--- src/rtl/pwm_ramp_ctrl.sv ---
// rtl/pwm_ramp_ctrl.sv - 4-channel PWM controller with period-aligned, slew-limited duty updates
module pwm_ramp_ctrl #(
    parameter int NUM_CH = 4,
    parameter int PERIOD = 100,
    parameter int CW     = 8,
    parameter int STEP   = 1,
    localparam int CHW   = (NUM_CH > 1) ? $clog2(NUM_CH) : 1
) (
    input  logic              clk,
    input  logic              rst_n,
    input  logic              enable,
    input  logic              cfg_valid,
    output logic              cfg_ready,
    input  logic [CHW-1:0]    cfg_ch,
    input  logic [CW-1:0]     cfg_duty,
    output logic [NUM_CH-1:0] pwm_out,
    output logic              period_tick,
    output logic              busy
);

    localparam logic [CW-1:0] LAST   = CW'(PERIOD - 1);
    localparam logic [CW-1:0] PMAX   = CW'(PERIOD);
    localparam logic [CW:0]   STEP_W = (CW + 1)'(STEP);

    logic [CW-1:0]     count_q, count_d;
    logic [CW-1:0]     cur_q [NUM_CH];
    logic [CW-1:0]     cur_d [NUM_CH];
    logic [CW-1:0]     tgt_q [NUM_CH];
    logic [CW-1:0]     tgt_d [NUM_CH];
    logic              pend_q, pend_d;
    logic [CHW-1:0]    pend_ch_q, pend_ch_d;
    logic [CW-1:0]     pend_duty_q, pend_duty_d;
    logic [NUM_CH-1:0] pwm_q, pwm_d;
    logic              tick_q, tick_d;

    logic              bnd;
    logic              xfer;
    logic              apply;
    logic [CW-1:0]     duty_clamped;

    // One slew step toward the target; the extra bit keeps up/down moves from wrapping.
    function automatic logic [CW-1:0] ramp_step(input logic [CW-1:0] cur, input logic [CW-1:0] tgt);
        logic [CW:0] cur_w;
        logic [CW:0] tgt_w;
        logic [CW:0] up_w;
        cur_w = {1'b0, cur};
        tgt_w = {1'b0, tgt};
        up_w  = cur_w + STEP_W;
        if (cur_w < tgt_w) begin
            return (up_w > tgt_w) ? tgt : up_w[CW-1:0];
        end else if (cur_w > tgt_w) begin
            if (cur_w < tgt_w + STEP_W) begin
                return tgt;
            end
            return CW'(cur_w - STEP_W);
        end
        return cur;
    endfunction

    // Period counter and boundary detection; stopped counter parks at zero.
    always_comb begin
        bnd     = enable && (count_q == LAST);
        count_d = (!enable || bnd) ? '0 : count_q + 1'b1;
        tick_d  = bnd;
    end

    // Per-channel duty tracking: slew at boundaries while running, snap to target while stopped.
    always_comb begin
        for (int i = 0; i < NUM_CH; i++) begin
            cur_d[i] = cur_q[i];
            pwm_d[i] = enable && (count_q < cur_q[i]);
            if (!enable) begin
                cur_d[i] = tgt_q[i];
            end else if (bnd) begin
                cur_d[i] = ramp_step(cur_q[i], tgt_q[i]);
            end
        end
    end

    // Single-entry request slot; its contents become a target at the next boundary (or next cycle when stopped).
    always_comb begin
        duty_clamped = (cfg_duty > PMAX) ? PMAX : cfg_duty;
        xfer         = cfg_valid && !pend_q;
        apply        = pend_q && (!enable || bnd);
        tgt_d        = tgt_q;
        pend_d       = pend_q;
        pend_ch_d    = pend_ch_q;
        pend_duty_d  = pend_duty_q;
        if (apply) begin
            tgt_d[pend_ch_q] = pend_duty_q;
            pend_d           = 1'b0;
        end else if (xfer) begin
            pend_d      = 1'b1;
            pend_ch_d   = cfg_ch;
            pend_duty_d = duty_clamped;
        end
    end

    // Busy while a request waits or any channel has not yet reached its target.
    always_comb begin
        busy = pend_q;
        for (int i = 0; i < NUM_CH; i++) begin
            if (cur_q[i] != tgt_q[i]) begin
                busy = 1'b1;
            end
        end
    end

    assign cfg_ready   = !pend_q;
    assign pwm_out     = pwm_q;
    assign period_tick = tick_q;

    // State registers; reset discards any in-flight request and ramp.
    always_ff @(posedge clk) begin
        if (!rst_n) begin
            count_q     <= '0;
            cur_q       <= '{default: '0};
            tgt_q       <= '{default: '0};
            pend_q      <= 1'b0;
            pend_ch_q   <= '0;
            pend_duty_q <= '0;
            pwm_q       <= '0;
            tick_q      <= 1'b0;
        end else begin
            count_q     <= count_d;
            cur_q       <= cur_d;
            tgt_q       <= tgt_d;
            pend_q      <= pend_d;
            pend_ch_q   <= pend_ch_d;
            pend_duty_q <= pend_duty_d;
            pwm_q       <= pwm_d;
            tick_q      <= tick_d;
        end
    end

endmodule

--- config.mk ---
export PLATFORM = sky130hd
export DESIGN_NAME = pwm_ramp_ctrl
export DESIGN_NICKNAME = d
export VERILOG_FILES = /design/src/rtl/pwm_ramp_ctrl.sv
export SDC_FILE = /design/constraint.sdc
export NUM_CORES = 1
export LEC_CHECK = 0
export ABC_AREA = 1
export ABC_CLOCK_PERIOD_IN_PS = 2900
export CAP_MARGIN = 20
export CORE_ASPECT_RATIO = 1.4
export CORE_MARGIN = 2
export CORE_UTILIZATION = 35
export DETAILED_ROUTE_END_ITERATION = 10
export PLACE_DENSITY = 0.56
export SETUP_SLACK_MARGIN = 0.02
export SLEW_MARGIN = 15
export SYNTH_ARGS = -nofsm -noshare
export SYNTH_HDL_FRONTEND = slang
export SYNTH_SLANG_ARGS = --single-unit
export TNS_END_PERCENT = 10
--- constraint.sdc ---
create_clock -name clk -period 2.9 [get_ports clk]
set_input_delay 0.29 -clock clk [delete_from_list [all_inputs] [get_ports clk]]
set_output_delay 0.29 -clock clk [all_outputs]
set_load 0.1 [all_outputs]
==> results.cfg, run 1 <==
[yosys]
synth_edf_count = 0
async_reset_ff_share_pct = 0
synthCells = 1385
syn_nets = 1536
ys_seq_elements = 88
ys_types = 47
netlist_area_mm2 = 0.00915
synth_ff_type = dfxtp_1
yosysSeqAreaShare_pct = 19.3
syn_avg_cell_area_um2 = 6.60
yosys_warnings = 0

[routing]
vias = 9145
wl_mm = 27.4
drcViolationCount = 0
first_pass_iters = 7
wl_per_cell_um = 15.5
drtAntennaViolNets = 0
drtIter0Drc = 670
via_per_inst = 5.18

[power_and_ir_drop]
total_power_mw = 7.17
power-per-cell-area_mw_per_mm2 = 691
peakVddDrop_mv = 0.278
p_leak_nw = 4.95

[sta]
holdWs_ns = 0.502
setup_ws_ns = 0.146
worst_pin_slew_ns = 0.562
hold_violations = 0
slew_viol_final = 0
setup_viol = 0
fin_skew_ns = 0.00615
min_period_over_period_pct = 95.0
fin_tns_setup_ns = 0
min_period_ns = 2.75
slew_headroom_pct = 62.5
rsz0062_at_grt = no
max_freq_ghz = 0.363

[placement]
hpwl_mm = 21.1
place_ws_ns = 0.0434
io_buffers = 20
globalplace.congestion = 0.872

[setup_path]
r2r-start = cur_q[24]$_SDFFE_PN0P_
reg2reg_depth = 15
reg2reg_setup_slack_ns = 0.26
end_kind = output port
critPathKind = flip-flop to output port
startpoint_type = flip-flop
arrival_ns = 2.46
cp_max_fo = 8
rr_endpoint = cur_q[30]$_SDFFE_PN0P_
crit_required_ns = 2.61

[cells_and_area]
area_delta_synth_final_pct = 13.4
n_antenna_cell = 0
drive_gt1_share_pct = 11.3
fin_nets = 1586
fin_util_pct = 40.0

[cts]
hold_buffers = 0
cts_made_buffers = 9
clk_pin_slew_ns = 0.07
clkSinkCount = 88
cts_tree = built
htree_levels = 3
cts-root-buf = clkbuf_16
insertion_delay_ns = 0.37
cts.path.max_buffers = 2

[grt]
grtUsageTotal_pct = 20.4
grt_pass1_vias = 8895
grt-ovfl-total = 0
grt_pass1_wl_mm = 44.9
antenna_found_initial = 0
grt_max_degree = 49

[hold_path]
hp-class = flip-flop to flip-flop
hold_start = tgt_q[30]$_SDFFE_PN0P_
whs_endpoint = tgt_q[30]$_SDFFE_PN0P_
hold_path_depth = 2

[floorplan]
die-width_um = 141
core_mm2 = 0.0259
rows = 70
dieHeight_um = 195
ios = 21
die_area_mm2 = 0.0275
start_util_pct = 35.3

[job]
cap_violations = 0

[status]
status = complete, no violations
## layout by cell type (no fill, tap or decap), types with 10 or more instances in the layout
master,Yosys,layout
nor2_1,98,97
inv_1,161,161
nand3_1,166,164
xor2_1,55,55
clkdlybuf4s50_1,0,13
buf_4,4,57
ha_1,137,136
nor3_1,14,10
nand2_2,17,19
dfxtp_1,88,84
nand3_2,11,13
nand2_1,292,289
o21ai_0,57,55
o21ai_1,11,12
a21oi_1,147,146
## registers in the layout, indices dropped and copies added, names as in the netlist
| name | cells |
|---|---|
| tgt_q | 32 |
| pend_ch_q | 2 |
| pend_q | 1 |
| count_q | 8 |
| period_tick | 1 |
| pwm_out | 4 |
| cur_q | 32 |
| pend_duty_q | 8 |
## how the worst max path moves through the flow
stage / end / cells after the start / start
floorplan: cur_q[18]$_SDFFE_PN0P_ / 18 / cur_q[18]$_SDFFE_PN0P_
global placement: cur_q[23]$_SDFFE_PN0P_ / 15 / tgt_q[17]$_SDFFE_PN0P_
detailed placement: cur_q[23]$_SDFFE_PN0P_ / 15 / tgt_q[17]$_SDFFE_PN0P_
CTS: cur_q[23]$_SDFFE_PN0P_ / 15 / tgt_q[17]$_SDFFE_PN0P_
global route: cur_q[20]$_SDFFE_PN0P_ / 15 / cur_q[16]$_SDFFE_PN0P_
finish: busy / 7 / tgt_q[22]$_SDFFE_PN0P_
## critical path, stage by stage, from the launching register on
cell	delay, ns
dfxtp_1	0.39
clkinvlp_4	0.22
ha_1	0.33
nand2_1	0.06
nor2_1	0.27
and3_1	0.34
nand4_1	0.24
buf_12	0.25
## synthesized netlist by cell type (5+ instances only)
master    count  area share (%)
ha_1        137              19
and3_1        5            0.34
xnor2_1       9            0.86
nor2_1       98             4.0
nand2_4       7            0.86
nor4_1        7            0.48
nand4_1       9            0.62
inv_1       161             6.6
a21oi_2       8            0.77
o211ai_1      5            0.41
nor3_1       14            0.77
buf_2        11            0.60
nand3_1     166             9.1
o21ai_0      57             3.1
nand3_2      11             1.2
a21oi_1     147             8.0
inv_2         7            0.29
dfxtp_1      88              19
xor2_1       55             5.3
nand2_1     292              12
clkbuf_1     14            0.57
o21ai_1      11            0.60
nand2_2      17             1.2
## area by class of cell
type	instances	area, um^2
Sequential cell	88	1770
Inverter	173	656
Clock buffer	9	225
Multi-Input combinational cell	1091	6630
Fill cell	2747	15500
Tap cell	324	405
Timing Repair Buffer	72	583
Clock inverter	7	104
## metrics by stage
| step | instance area (um^2) | cells |
|---|---|---|
| global route | 10400 | 1764 |
| CTS | 10300 | 1762 |
| finish | 10400 | 1764 |
| detailed placement | 9950 | 1746 |
| global placement | 9950 | 1746 |
| floorplan | 9150 | 1385 |
## cells by family (layout without fill, tap and decap cells)
group | after synthesis | count (layout) | synth area share [%]
AO/OA/AOI/OAI | 239 | 239 | 13.8
XOR/XNOR | 64 | 64 | 6.13
adder cells (fa/ha/maj) | 137 | 137 | 18.7
buffers and inverters | 206 | 261 | 9.04
flip-flops | 88 | 88 | 19.3
AND/OR/NAND/NOR | 651 | 651 | 33.0
## metal layers
metal / share of wire [%] / vias to the layer above / global-route usage, %
li1: - / 4702 / -
met1: 42 / 4178 / 23.6
met2: 51 / 203 / 38.0
met3: 3.2 / 62 / 1.84
met4: 3.5 / 0 / 8.48
met5: 0 / - / 0
## report_power, final
part / leakage, nW / internal [mW] / switching, mW
Sequential: 0.720 / 1.32 / 0.135
Clock: 0.154 / 0.767 / 0.589
Combinational: 4.07 / 1.56 / 2.79
Total: 4.95 / 3.65 / 3.52
## timing repair
| action | 4_1_cts | 5_1_grt |
|---|---|---|
| resized for setup | 0 | 25 |
| setup endpoints to repair | 0 | 33 |
| setup buffers | 0 | 2 |
Power figures use the tool's default switching activity.
==> run 2, diff against run 1 <==
--- a/config.mk
+++ b/config.mk
@@ -6,13 +6,14 @@
 export NUM_CORES = 1
 export LEC_CHECK = 0
 export ABC_AREA = 1
-export ABC_CLOCK_PERIOD_IN_PS = 2900
+export ABC_CLOCK_PERIOD_IN_PS = 3400
 export CAP_MARGIN = 20
 export CORE_ASPECT_RATIO = 1.4
 export CORE_MARGIN = 2
 export CORE_UTILIZATION = 35
 export DETAILED_ROUTE_END_ITERATION = 10
-export PLACE_DENSITY = 0.56
+export PLACE_DENSITY_LB_ADDON = 0.05
+export RECOVER_POWER = 25
 export SETUP_SLACK_MARGIN = 0.02
 export SLEW_MARGIN = 15
 export SYNTH_ARGS = -nofsm -noshare
==> constraint.sdc (replaced) <==
create_clock -name clk -period 3.4 [get_ports clk]
set_input_delay 0.34 -clock clk [delete_from_list [all_inputs] [get_ports clk]]
set_output_delay 0.34 -clock clk [all_outputs]
set_load 0.1 [all_outputs]
==> run 2 against run 1 <==
Effect of this change:
- the run now ends with max-capacitance violations, max-slew violations left
- clock-buffer cell count increased by 2
- global-route usage increased by 2.3 points
- final cell count decreased by 1.6%
- worst setup slack improved by 0.23 ns
- die area unchanged
- clock skew increased by 0.012 ns
- combinational power decreased by 15%
- largest power group unchanged
==> results.cfg, run 2 (synthesized netlist as in run 1, its figures left out) <==
[status]
status = complete, but fails checks
violations = max-capacitance violations, max-slew violations

[setup_path]
critPathKind = flip-flop to flip-flop
startpoint_type = flip-flop
path_buf_inv = 2
arrival_ns = 3.23
setup.worst_path.start = cur_q[10]$_SDFFE_PN0P_
critPathMostFrequentCell = nand2_1
end_kind = flip-flop
cp_max_fo = 10
cp_top_family = simple AND/OR/NAND/NOR gates
cp_slowest_stage_delay_ns = 0.60
cp_slowest_cell = dfxtp_1
crit_path_cell_trace = nand3_1, nor2_1, nand2_1, o21ai_0, inv_1, ha_1, inv_1, nor4_1, nand3_2, nand2_4, nand2_1, nand3_1, nand2_1, nand2_1, a21oi_1
r2r-start = cur_q[10]$_SDFFE_PN0P_
crit_required_ns = 3.61

[placement]
hpwl_mm = 23.3
io_buffers = 20
globalplace.congestion = 0.829

[sta]
rsz0062_at_grt = no
fin_tns_setup_ns = 0
fin_skew_ns = 0.0177
slew_viol_final = 43
hold_violations = 0
holdWs_ns = 0.545
min_period_over_period_pct = 88.9
slew_headroom_pct = -2.32
max_freq_ghz = 0.331
worst_pin_slew_ns = 1.53
setup_viol = 0
min_period_ns = 3.02

[routing]
vias = 8937
topRoutingLayerUsed = met4
wl_met1_mm = 13.5
first_pass_iters = 5
drtIter0Drc = 619
drtAntennaViolNets = 0
wl_met2_mm = 15.3
wl_mm = 30.3
via_per_inst = 5.15
met3WireLength_um = 766
drcViolationCount = 0
wl_per_cell_um = 17.4

[power_and_ir_drop]
peakVddDrop_mv = 0.278
p_leak_nw = 4.76
power-per-cell-area_mw_per_mm2 = 593

[grt]
grt_pass1_wl_mm = 49.5
grt_pass1_vias = 8983
grtUsageTotal_pct = 22.7
grt_max_degree = 43
grt-ovfl-total = 0
antenna_found_initial = 0

[job]
cap_violations = 1

[cells_and_area]
drive_gt1_share_pct = 7.37
fillCellCount = 2827
final_cell_mix = nand2_1 (292), nand3_1 (166), inv_1 (161)
top_regs = cur_q (32), tgt_q (32)
area_delta_synth_final_pct = 9.53
fin_nets = 1558
final_common_cell = nand2_1
multiInputGateArea_mm2 = 0.00656
regArea_mm2 = 0.00176
n_antenna_cell = 0

[cts]
cts_setup_buffers = 0
htree_levels = 3
cts-root-buf = clkbuf_16
cts_made_buffers = 9
clkSinkCount = 88
cts_resized = 0
cts_tree = built
hold_buffers = 0
insertion_delay_ns = 0.36
clk_pin_slew_ns = 0.07
cts.path.max_buffers = 2

[floorplan]
die-width_um = 141
core_mm2 = 0.0259
dieHeight_um = 195
rows = 70
start_util_pct = 35.3
die_area_mm2 = 0.0275
ios = 21

[hold_path]
hp-class = flip-flop to flip-flop
hold_start = cur_q[26]$_SDFFE_PN0P_
-- run 2: changes by cell type in the layout (fill, tap and decap cells not counted), moves of 4 or more --
| cell | previous run | this run |
|---|---|---|
| buf_4 | 57 | 22 |
| nor3_2 | 6 | 2 |
| nor3_1 | 10 | 14 |
| dfxtp_1 | 84 | 88 |
| clkdlybuf4s50_1 | 13 | 18 |
| clkbuf_1 | 0 | 4 |
-- run 2: area by class of cell --
type / count / share of cell area [%]
clock inverters: 5 / 0.325
flip-flops and latches: 88 / 17.6
clock buffers: 11 / 2.42
multi-input cells: 1091 / 65.5
inverters: 173 / 6.51
repair buffers: 44 / 3.66
well taps: 324 / 4.05
-- run 2: worst paths after layout --
check	to	slack (ns)	cells past startpoint
worst max-delay path	cur_q[10]$_SDFFE_PN0P_	0.38	15
worst min-delay path	cur_q[26]$_SDFFE_PN0P_	0.55	2
worst max register to register	cur_q[10]$_SDFFE_PN0P_	0.38	15
worst min register to register	cur_q[26]$_SDFFE_PN0P_	0.55	2
-- run 2: stage by stage --
stage | worst slack (ns) | cells | total power, mW | util [%] | area [um^2]
6_report | 0.377 | 1736 | 5.94 | 38.6 | 10000
5_1_grt | 0.101 | 1736 | 6.59 | 38.6 | 10000
3_5_place_dp | 0.408 | 1720 | 4.97 | 37.6 | 9760
2_1_floorplan | 0.906 | 1385 | 4.09 | - | 9150
3_3_place_gp | 0.436 | 1720 | 4.99 | 37.6 | 9760
4_1_cts | 0.407 | 1736 | 5.98 | 38.7 | 10000
-- run 2: power breakdown --
part	total [mW]	switching [mW]	internal, mW
sequential	1.28	0.148	1.13
clock	0.992	0.477	0.515
combinational	3.68	2.39	1.28
-- run 2: metal layers --
metal	vias up	GRT usage, %
met1	4087	28.2
met2	152	41.3
met5	-	0
met4	0	7.04
li1	4661	-
met3	37	2.13
-- run 2: tightest hold or removal path: stages, from the launching register on --
cell     delay, ns
dfxtp_1       0.35
nand2_1       0.10
a21oi_2       0.05
==> run 3, diff against run 2 <==
--- a/config.mk
+++ b/config.mk
@@ -8,13 +8,14 @@
 export ABC_AREA = 1
 export ABC_CLOCK_PERIOD_IN_PS = 3400
 export CAP_MARGIN = 20
-export CORE_ASPECT_RATIO = 1.4
+export CORE_ASPECT_RATIO = 1.75
 export CORE_MARGIN = 2
 export CORE_UTILIZATION = 35
 export DETAILED_ROUTE_END_ITERATION = 10
 export PLACE_DENSITY_LB_ADDON = 0.05
 export RECOVER_POWER = 25
 export SETUP_SLACK_MARGIN = 0.02
+export SKIP_CTS_REPAIR_TIMING = 1
 export SLEW_MARGIN = 15
 export SYNTH_ARGS = -nofsm -noshare
 export SYNTH_HDL_FRONTEND = slang
==> run 3 against run 2 <==
Effect of this change:
- the run now ends clean
- combinational power hardly changed
- register-to-register slack better by 0.03 ns
- via count is 0.91% higher
- sequential share of layout area is 0.066 points lower
- maximum frequency is 0.98% higher
- global-route usage is 0.12 points lower
- wire length is 1.3% higher
- flip-flop and latch count stayed put
- sequential power hardly changed
- utilization is 0.24 points higher
- largest power group unchanged
==> results.cfg, run 3 (synthesized netlist as in run 1, its figures left out) <==
[cells_and_area]
final_cell_mix = nand2_1 (292), nand3_1 (166), inv_1 (161)
fin_util_pct = 38.9
n_antenna_cell = 0
top_regs = cur_q (32), tgt_q (32)
fillCellCount = 2850
final_common_cell = nand2_1
area_delta_synth_final_pct = 9.94
regArea_mm2 = 0.00176
multiInputGateArea_mm2 = 0.00655
stdcell_count = 1735
drive_gt1_share_pct = 7.70
fin_nets = 1561

[routing]
vias = 9018
wl_mm = 30.7
via_per_inst = 5.20
first_pass_iters = 5
drtIter0Drc = 393
wl_per_cell_um = 17.7
drtAntennaViolNets = 0
drcViolationCount = 0

[floorplan]
rows = 78
ios = 21
dieHeight_um = 218
start_util_pct = 35.4
core_mm2 = 0.0259
die-width_um = 126
die_area_mm2 = 0.0275

[power_and_ir_drop]
p_leak_nw = 4.79
peakVddDrop_mv = 0.266
power-per-cell-area_mw_per_mm2 = 599
total_power_mw = 6.03

[grt]
grt_pass1_vias = 8822
grt-busiest-layer = met2
grt_pass1_wl_mm = 48.1
grt_use_met3_pct = 2.92
use_met1_pct = 24.3
met2_usage_pct = 44.4
grt_max_degree = 43
grtUsageTotal_pct = 22.6
antenna_found_initial = 0
grt-ovfl-total = 0

[sta]
rsz0062_at_grt = no
slew_viol_final = 0
worst_pin_slew_ns = 0.969
setup_ws_ns = 0.407
min_period_ns = 2.99
max_freq_ghz = 0.334
min_period_over_period_pct = 88.0
fin_skew_ns = 0.0124
slew_headroom_pct = 35.2
hold_violations = 0
setup_viol = 0
fin_tns_setup_ns = 0

[setup_path]
reg2reg_setup_slack_ns = 0.41
startpoint_type = flip-flop
r2r-start = cur_q[18]$_SDFFE_PN0P_
critPathKind = flip-flop to flip-flop
rr_endpoint = cur_q[19]$_SDFFE_PN0P_
crit_required_ns = 3.70
cp_max_fo = 13
reg2reg_depth = 16
arrival_ns = 3.30
end_kind = flip-flop

[cts]
clk_pin_slew_ns = 0.08
cts_tree = built
cts_made_buffers = 9
clkSinkCount = 88
insertion_delay_ns = 0.38
htree_levels = 3
cts-root-buf = clkbuf_16
cts.path.max_buffers = 2

[status]
status = complete, no violations

[hold_path]
hp-class = input pin to flip-flop
hold_path_depth = 3
hold_start = cfg_duty[3]
whs_endpoint = pend_duty_q[3]$_SDFFE_PN0P_

[placement]
placed_cells = 1719
io_buffers = 20
place_ws_ns = 0.401
hpwl_mm = 23.7
globalplace.congestion = 0.878

[job]
cap_violations = 0
run 3: cell types whose count changed in the layout (fill, tap and decap cells not counted), moves of 2 or more:
cell        delta
buf_4          +6
clkbuf_1       -4
clkinvlp_4     -3
inv_6          +3
clkinv_2       -2
clkinv_4       +2
run 3: routing by layer:
layer,up-vias,part of all wire (%)
li1,4657,-
met1,4171,40
met2,147,55
met3,43,2.3
met4,0,2.9
met5,-,0
run 3: final cells by class:
type / instances / share of cell area [%]
Inverter: 173 / 6.48
Sequential cell: 88 / 17.5
Timing Repair Buffer: 47 / 3.98
Clock inverter: 7 / 0.709
Clock buffer: 9 / 2.24
Tap cell: 320 / 3.98
Multi-Input combinational cell: 1091 / 65.1
run 3: per-stage QoR:
step           hold slack (ns)  area, um^2
2_1_floorplan            0.445        9150
3_3_place_gp             0.531        9770
4_1_cts                  0.519       10100
6_report                 0.532       10100
3_5_place_dp             0.540        9770
5_1_grt                  0.566       10100
run 3: how the worst max path moves through the flow:
stage,to,slack [ns],depth (start not counted),startpoint
final,cur_q[19]$_SDFFE_PN0P_,0.41,16,cur_q[18]$_SDFFE_PN0P_
after global routing,cur_q[19]$_SDFFE_PN0P_,0.12,16,cur_q[18]$_SDFFE_PN0P_
after CTS,cur_q[19]$_SDFFE_PN0P_,0.37,16,cur_q[18]$_SDFFE_PN0P_
after detailed placement,cur_q[19]$_SDFFE_PN0P_,0.40,16,cur_q[18]$_SDFFE_PN0P_
after global placement,cur_q[19]$_SDFFE_PN0P_,0.40,16,cur_q[18]$_SDFFE_PN0P_
after floorplan,cur_q[18]$_SDFFE_PN0P_,0.91,18,cur_q[18]$_SDFFE_PN0P_
run 3: critical path, cell delays in order, from the launching register on:
cell     delay [ns]
dfxtp_1        0.59
nand3_1        0.22
nor2_1         0.17
nand2_1        0.09
nor2_1         0.11
xor2_1         0.24
inv_1          0.07
ha_1           0.27
inv_1          0.05
nor2_2         0.11
nand3_1        0.08
or2_4          0.28
nand2_4        0.16
a21oi_1        0.09
o21ai_1        0.12
nand3_1        0.09
a21oi_1        0.16
run 3: where the power goes:
| part | internal [mW] | switching [mW] | leakage, nW | total (mW) |
|---|---|---|---|---|
| Sequential | 1.13 | 0.172 | 0.718 | 1.30 |
| Clock | 0.519 | 0.551 | 0.146 | 1.07 |
| Combinational | 1.28 | 2.38 | 3.93 | 3.66 |
